--- src/rtl/mem_arbiter_pkg.sv ---
// Shared definitions for the I/D cache memory-port arbiter: FSM encodings,
// requester indices and the line-size derived outstanding-read limit.
package mem_arbiter_pkg;

  localparam int WORD_W      = 32;
  localparam int LINE_WORDS  = 4;
  localparam int MAX_OUT_DEF = LINE_WORDS;

  typedef enum logic [1:0] {
    IDLE  = 2'b00,
    OWN   = 2'b01,
    DRAIN = 2'b10
  } arb_state_t;

  typedef enum logic {
    PORT_I = 1'b0,
    PORT_D = 1'b1
  } port_t;

  function automatic logic [1:0] grant_of(port_t p);
    return (p == PORT_D) ? 2'b10 : 2'b01;
  endfunction

endpackage

--- src/rtl/mem_arbiter_if.sv ---
// Word-granular memory request/response bus; used both between a cache and
// the arbiter and between the arbiter and the external memory.
interface mem_arbiter_if;
  import mem_arbiter_pkg::*;

  logic [WORD_W-1:0] addr;
  logic              ren;
  logic              wen;
  logic [WORD_W-1:0] wdata;
  logic              ready;
  logic [WORD_W-1:0] rdata;
  logic              valid;

  modport master (output addr, ren, wen, wdata, input ready, rdata, valid);
  modport slave  (input addr, ren, wen, wdata, output ready, rdata, valid);
endinterface

--- src/rtl/mem_arb_pick.sv ---
// Two-way winner selector used when the arbiter is idle: round-robin against
// the previous winner, or fixed priority favouring the data-cache port.
module mem_arb_pick
  import mem_arbiter_pkg::*;
#(
  parameter bit FIXED_PRIO = 1'b0
) (
  input  logic [1:0] req,
  input  port_t      last_winner,
  output port_t      winner
);

  always_comb begin
    winner = PORT_I;
    if (req == 2'b11) begin
      if (FIXED_PRIO)
        winner = PORT_D;
      else
        winner = (last_winner == PORT_I) ? PORT_D : PORT_I;
    end else if (req[1]) begin
      winner = PORT_D;
    end
  end

endmodule

--- src/rtl/mem_arbiter.sv ---
// Shares one external memory port between the I-cache (p0) and D-cache (p1),
// holding the grant until the owner stops requesting and its reads return.
module mem_arbiter
  import mem_arbiter_pkg::*;
#(
  parameter int MAX_OUT    = MAX_OUT_DEF,
  parameter bit FIXED_PRIO = 1'b0
) (
  input  logic          i_clk,
  input  logic          i_rst,
  mem_arbiter_if.slave  p0,
  mem_arbiter_if.slave  p1,
  mem_arbiter_if.master mem,
  output logic [1:0]    o_grant
);

  localparam int CNT_W = $clog2(MAX_OUT + 1);

  arb_state_t       state_q, state_d;
  port_t            owner_q, owner_d;
  port_t            last_q, last_d;
  port_t            win;
  logic [CNT_W-1:0] cnt_q, cnt_d;

  logic [1:0]        req;
  logic              own_ren, own_wen, own_req;
  logic [WORD_W-1:0] own_addr, own_wdata;
  logic              active, in_own, full;
  logic              issue_ren, issue_wen, rd_acc, rsp, rdy;

  assign req = {p1.ren | p1.wen, p0.ren | p0.wen};

  mem_arb_pick #(.FIXED_PRIO(FIXED_PRIO)) u_pick (
    .req         (req),
    .last_winner (last_q),
    .winner      (win)
  );

  assign own_ren   = (owner_q == PORT_D) ? p1.ren   : p0.ren;
  assign own_wen   = (owner_q == PORT_D) ? p1.wen   : p0.wen;
  assign own_addr  = (owner_q == PORT_D) ? p1.addr  : p0.addr;
  assign own_wdata = (owner_q == PORT_D) ? p1.wdata : p0.wdata;
  assign own_req   = own_ren | own_wen;

  // Outputs are silenced while reset is held so a stale owner cannot leak out.
  assign active    = (state_q != IDLE) && !i_rst;
  assign in_own    = (state_q == OWN) && !i_rst;
  assign full      = (cnt_q == CNT_W'(MAX_OUT));
  assign issue_ren = in_own & own_ren & ~full;
  assign issue_wen = in_own & own_wen & ~full;
  assign rd_acc    = issue_ren & mem.ready;
  assign rsp       = mem.valid & (cnt_q != '0);
  assign rdy       = in_own & mem.ready & ~full;

  assign mem.addr  = active ? own_addr  : '0;
  assign mem.wdata = active ? own_wdata : '0;
  assign mem.ren   = issue_ren;
  assign mem.wen   = issue_wen;

  assign p0.ready  = rdy & (owner_q == PORT_I);
  assign p1.ready  = rdy & (owner_q == PORT_D);
  assign p0.valid  = active & rsp & (owner_q == PORT_I);
  assign p1.valid  = active & rsp & (owner_q == PORT_D);
  assign p0.rdata  = (active && owner_q == PORT_I) ? mem.rdata : '0;
  assign p1.rdata  = (active && owner_q == PORT_D) ? mem.rdata : '0;
  assign o_grant   = active ? grant_of(owner_q) : 2'b00;

  always_comb begin
    cnt_d = cnt_q;
    if (rd_acc && !rsp)
      cnt_d = cnt_q + CNT_W'(1);
    else if (!rd_acc && rsp)
      cnt_d = cnt_q - CNT_W'(1);
  end

  always_comb begin
    state_d = state_q;
    owner_d = owner_q;
    last_d  = last_q;
    case (state_q)
      IDLE: begin
        if (|req) begin
          state_d = OWN;
          owner_d = win;
          last_d  = win;
        end
      end
      OWN: begin
        if (!own_req)
          state_d = (cnt_d == '0) ? IDLE : DRAIN;
      end
      DRAIN: begin
        if (own_req)
          state_d = OWN;
        else if (cnt_d == '0)
          state_d = IDLE;
      end
      default: state_d = IDLE;
    endcase
  end

  always_ff @(posedge i_clk) begin
    if (i_rst) begin
      state_q <= IDLE;
      owner_q <= PORT_I;
      last_q  <= PORT_D;
      cnt_q   <= '0;
    end else begin
      state_q <= state_d;
      owner_q <= owner_d;
      last_q  <= last_d;
      cnt_q   <= cnt_d;
    end
  end

endmodule

--- src/flat_wrapper.sv ---
// flat-port wrapper written by rule: the top's interface ports become plain ports
module mem_arbiter_flat import mem_arbiter_pkg::*;
#(
  parameter int MAX_OUT    = MAX_OUT_DEF,
  parameter bit FIXED_PRIO = 1'b0
)
  (i_clk, i_rst, o_grant, p0_addr, p0_ren, p0_wen, p0_wdata, p0_ready, p0_rdata, p0_valid, p1_addr, p1_ren, p1_wen, p1_wdata, p1_ready, p1_rdata, p1_valid, mem_addr, mem_ren, mem_wen, mem_wdata, mem_ready, mem_rdata, mem_valid);
  mem_arbiter_if p0_i ();
  mem_arbiter_if p1_i ();
  mem_arbiter_if mem_i ();
  input  logic i_clk;
  input  logic i_rst;
  output logic [1:0] o_grant;
  input wire logic [$bits(p0_i.addr)-1:0] p0_addr;
  input wire logic [$bits(p0_i.ren)-1:0] p0_ren;
  input wire logic [$bits(p0_i.wen)-1:0] p0_wen;
  input wire logic [$bits(p0_i.wdata)-1:0] p0_wdata;
  output wire logic [$bits(p0_i.ready)-1:0] p0_ready;
  output wire logic [$bits(p0_i.rdata)-1:0] p0_rdata;
  output wire logic [$bits(p0_i.valid)-1:0] p0_valid;
  input wire logic [$bits(p1_i.addr)-1:0] p1_addr;
  input wire logic [$bits(p1_i.ren)-1:0] p1_ren;
  input wire logic [$bits(p1_i.wen)-1:0] p1_wen;
  input wire logic [$bits(p1_i.wdata)-1:0] p1_wdata;
  output wire logic [$bits(p1_i.ready)-1:0] p1_ready;
  output wire logic [$bits(p1_i.rdata)-1:0] p1_rdata;
  output wire logic [$bits(p1_i.valid)-1:0] p1_valid;
  output wire logic [$bits(mem_i.addr)-1:0] mem_addr;
  output wire logic [$bits(mem_i.ren)-1:0] mem_ren;
  output wire logic [$bits(mem_i.wen)-1:0] mem_wen;
  output wire logic [$bits(mem_i.wdata)-1:0] mem_wdata;
  input wire logic [$bits(mem_i.ready)-1:0] mem_ready;
  input wire logic [$bits(mem_i.rdata)-1:0] mem_rdata;
  input wire logic [$bits(mem_i.valid)-1:0] mem_valid;
  assign p0_i.addr = p0_addr;
  assign p0_i.ren = p0_ren;
  assign p0_i.wen = p0_wen;
  assign p0_i.wdata = p0_wdata;
  assign p0_ready = p0_i.ready;
  assign p0_rdata = p0_i.rdata;
  assign p0_valid = p0_i.valid;
  assign p1_i.addr = p1_addr;
  assign p1_i.ren = p1_ren;
  assign p1_i.wen = p1_wen;
  assign p1_i.wdata = p1_wdata;
  assign p1_ready = p1_i.ready;
  assign p1_rdata = p1_i.rdata;
  assign p1_valid = p1_i.valid;
  assign mem_addr = mem_i.addr;
  assign mem_ren = mem_i.ren;
  assign mem_wen = mem_i.wen;
  assign mem_wdata = mem_i.wdata;
  assign mem_i.ready = mem_ready;
  assign mem_i.rdata = mem_rdata;
  assign mem_i.valid = mem_valid;
  mem_arbiter #(.MAX_OUT(MAX_OUT), .FIXED_PRIO(FIXED_PRIO)) u_core (.i_clk(i_clk), .i_rst(i_rst), .p0(p0_i), .p1(p1_i), .mem(mem_i), .o_grant(o_grant));
endmodule
--- config.mk ---
export PLATFORM = sky130hd
export DESIGN_NAME = mem_arbiter_flat
export DESIGN_NICKNAME = d
export VERILOG_FILES = /design/src/rtl/mem_arbiter_pkg.sv /design/src/rtl/mem_arbiter_if.sv /design/src/rtl/mem_arb_pick.sv /design/src/rtl/mem_arbiter.sv /design/src/flat_wrapper.sv
export SDC_FILE = /design/constraint.sdc
export NUM_CORES = 1
export LEC_CHECK = 0
export ABC_AREA = 1
export CAP_MARGIN = 20
export CORE_AREA = 5 5 115 117
export DETAILED_ROUTE_END_ITERATION = 7
export DIE_AREA = 0 0 120 122
export GPL_TIMING_DRIVEN = 1
export PLACE_DENSITY_LB_ADDON = 0.05
export SLEW_MARGIN = 30
export SYNTH_ARGS = -nofsm -noshare
export SYNTH_HDL_FRONTEND = slang
export SYNTH_SLANG_ARGS = --single-unit
--- constraint.sdc ---
create_clock -name i_clk -period 1.59 [get_ports i_clk]
set_input_delay 0.318 -clock i_clk [delete_from_list [all_inputs] [get_ports i_clk]]
set_output_delay 0.318 -clock i_clk [all_outputs]
set_load 0.05 [all_outputs]
==> summary.txt <==
Worst setup path
  • CP Cell Sequence: dlygate4sd2_1 > nor2_2 > inv_2 > nor2_4 > clkinv_4 > buf_12 > nor2_2 > buf_12
  • WP data required: 1270 ps
  • Buf/Inv on CP: 5
  • CP Launch Type: input port
  • CP arrival: 1680 ps
  • Slowest stage cell, crit path: dlygate4sd2_1
  • Top Family by Delay on Critical Path: buffers and inverters
  • Critical path capture point type: primary output
  • Critical path's largest stage delay: 260 ps
  • Crit path max fanout: 9
  • Critical setup path kind: input port to primary output

Clock tree
  • Clock buffer count from CTS: 3
  • Clk slew on worst S/H paths: 40 ps
  • CTS tree: yes
  • Sink Count: 7
  • H-tree Lvls: 1
  • Clock latency on the worst-skew pair: 230 ps
  • Cell chosen for the clock root: clkbuf_16
  • CTS max path bufs: 2
  • Hold buffers post-CTS: 0

Yosys
  • Yosys warning total: 0
  • Largest family of logic cells by synthesized area: buffers and inverters
  • XOR/XNOR share of the synthesized area: 0.009615
  • Net count after synthesis: 505
  • Top cells by area, synth: a22oi_1 26%, inv_1 22%, nor2_1 16%, dfxtp_1 7.7%, buf_6 6.8%
  • Register area share after synthesis: 0.07692
  • Leading area contributor after synthesis: a22oi_1
  • Flops & latches, synth: 7
  • Post-synthesis adder-cell area fraction: 0.02060
  • Post-Syn Area: 1822 sq um
  • Complex-gate fraction of the synthesized area: 0.2974
  • Syn avg cell area: 5.454 sq um
  • Distinct cells, synth: 27
  • Syn Inst Count: 334
  • Mux contribution to synthesized area: 0
  • Simple-gate share of the synthesized area: 0.2727
  • Area share of the largest cell type after synthesis: 0.2637

Placement
  • I/O Buffers: 303
  • GPL Wtd Cong: 0.8052
  • HPWL after DPL: 12110 um
  • Placed inst area: 7106 sq um
  • Pre-CTS setup slack: -565.1 ps

Drt
  • Routed via count: 3554
  • Total Wirelength: 15320 um
  • Via density: 4.303
  • ANT nets after route: 0
  • Drt first pass iters: 4
  • Drt wl/cell: 18.55 um
  • DR DRC count: 0
  • Initial drt markers: 87

Timing
  • Max Freq: 499.5 MHz
  • Slew @ Worst Pin: 355.8 ps
  • Minimum clock period: 2002 ps
  • Pins Over Slew Limit: 0
  • Fin crit share: 1.259
  • Setup Skew: 2.121 ps
  • RSZ-0062 raised after global routing: true
  • Final-report setup violation count: 137
  • Worst setup margin: -412.2 ps
  • Final Hold Viols: 0
  • Max-slew headroom: 0.7622

GRT
  • First-pass GRT wire length: 21010 um
  • GRT overflow: 0
  • Initial antenna violation count: 0
  • Largest net degree at the start of global routing: 64
  • Vias in the first global route: 3644
  • GRT Util Overall: 0.1823

Final layout
  • Commonest non-fill, non-tap cells in the layout: 165 x clkdlybuf4s50_1, 149 x buf_12, 67 x inv_2
  • Nets@finish: 848
  • # diodes: 0
  • Most common cell after layout, fill and taps aside: clkdlybuf4s50_1
  • Design Area, Final: 7940 sq um
  • Syn-to-layout area delta: 335.9%
  • Layout cell share with drive strength beyond 1: 0.5991
  • Filler cells: 997

Pwr
  • Pwr/cell area: 924.2 nW/um^2
  • Leak pwr: 3.415 nW
  • Tot Pwr: 0.007338 W
  • VDD IR max: 1.316 mV

Run status
  • Failing checks: negative setup slack
  • Status: finished with violations

Job
  • Max-cap violations: 0

Floorplan
  • Core region area: 12260 sq um
  • Die area: 14640 sq um
  • Initial core utilization: 0.1486
  • Die Ht: 122 um
  • I/O pin count: 304
  • Site Rows: 41
  • Die W: 120 um

Hold path
  • Hold Crit Class: register to register
## where the power goes
part           internal (W)  switching, W  leakage (nW)
registers          0.000242     0.0000522        0.0596
clock network      0.000334     0.0000996        0.0382
logic               0.00316       0.00345          3.32
total               0.00374       0.00360          3.41
## cell type report
cell class	instances	area [sq um]	share of cell area
Inverter	111	424.2	0.05342
Sequential cell	7	146.4	0.01844
Multi-Input combinational cell	196	1899	0.2392
Timing Repair Buffer	358	5204	0.6554
Clock buffer	4	78.83	0.009928
Tap cell	150	187.7	0.02364
## through the flow
step / hold slack [ps] / instances / setup TNS [ps] / util
finish: 454.7 / 826 / -47520 / 0.6476
global route: 481.2 / 826 / -57230 / 0.6476
CTS: 452.9 / 820 / -46740 / 0.6103
detailed placement: 439.3 / 803 / -67660 / 0.5795
global placement: 433.4 / 803 / -64590 / 0.5795
floorplan: 387.1 / 334 / -3635 / -
## flip-flops by register name, summed over array words and instances (netlist names)
name,cells
u_core.cnt_q,3
u_core.state_q,2
u_core.last_q,1
u_core.owner_q,1
## cell usage after synthesis
library cell / instances
inv_1: 107
a22oi_1: 64
nand3_1: 4
nand4_1: 1
a21oi_2: 1
nand3_2: 1
o21ai_0: 2
xor2_1: 1
o211ai_1: 1
nand4_2: 1
nand2_4: 1
buf_6: 11
nor3_1: 1
o21ai_1: 2
buf_4: 1
or2_1: 1
dfxtp_1: 7
nor2_1: 77
inv_2: 4
a21oi_1: 5
ha_1: 3
nand2_2: 4
nor2_2: 4
xnor2_1: 1
nand2_1: 20
buf_2: 8
nor2_4: 1
## routing by layer
layer  vias to the layer above  track usage  share of wire
met5                         -            0              0
met4                         0      0.01646         0.0082
met3                         8      0.05339          0.080
met2                       165       0.3762           0.57
met1                      1663       0.1850           0.34
li1                       1718            -              -
## cell families after synthesis
| kind of cell | Yosys count |
|---|---|
| buffers and inverters | 131 |
| and+or+nand+nor | 116 |
| DFF | 7 |
| AOI/OAI and AO/OA | 75 |
| adders and majority gates | 3 |
| xor gates and xnor gates | 2 |
## worst paths after layout
check                                     start           endpoint  slack, ps  depth (start not counted)
worst min-delay path              u_core.last_q      u_core.last_q        450                          2
worst max register to register  u_core.cnt_q[1]  u_core.state_q[1]        -80                         13
worst min register to register    u_core.last_q      u_core.last_q        450                          2
worst max-delay path                      i_rst        p0_rdata[9]       -410                          8
## worst register-to-register path, stage by stage (launching register included)
cell and delay (ps):
dfxtp_2 330, inv_2 60, ha_4 160, nand2_2 70, nand2_2 60, nor2_4 140
buf_6 140, nand3_4 80, nand2_8 110, nand2_4 70, nand2_4 90, nand2_2 70
nor2_2 120, a21oi_2 60
## repair_timing
action | in CTS | in global routing
pin swaps | 10 | 17
setup endpoints to repair | 139 | 140
setup buffers | 10 | 1
cloned | 4 | 6
gates resized for setup | 32 | 78
Power figures use the tool's default switching activity.
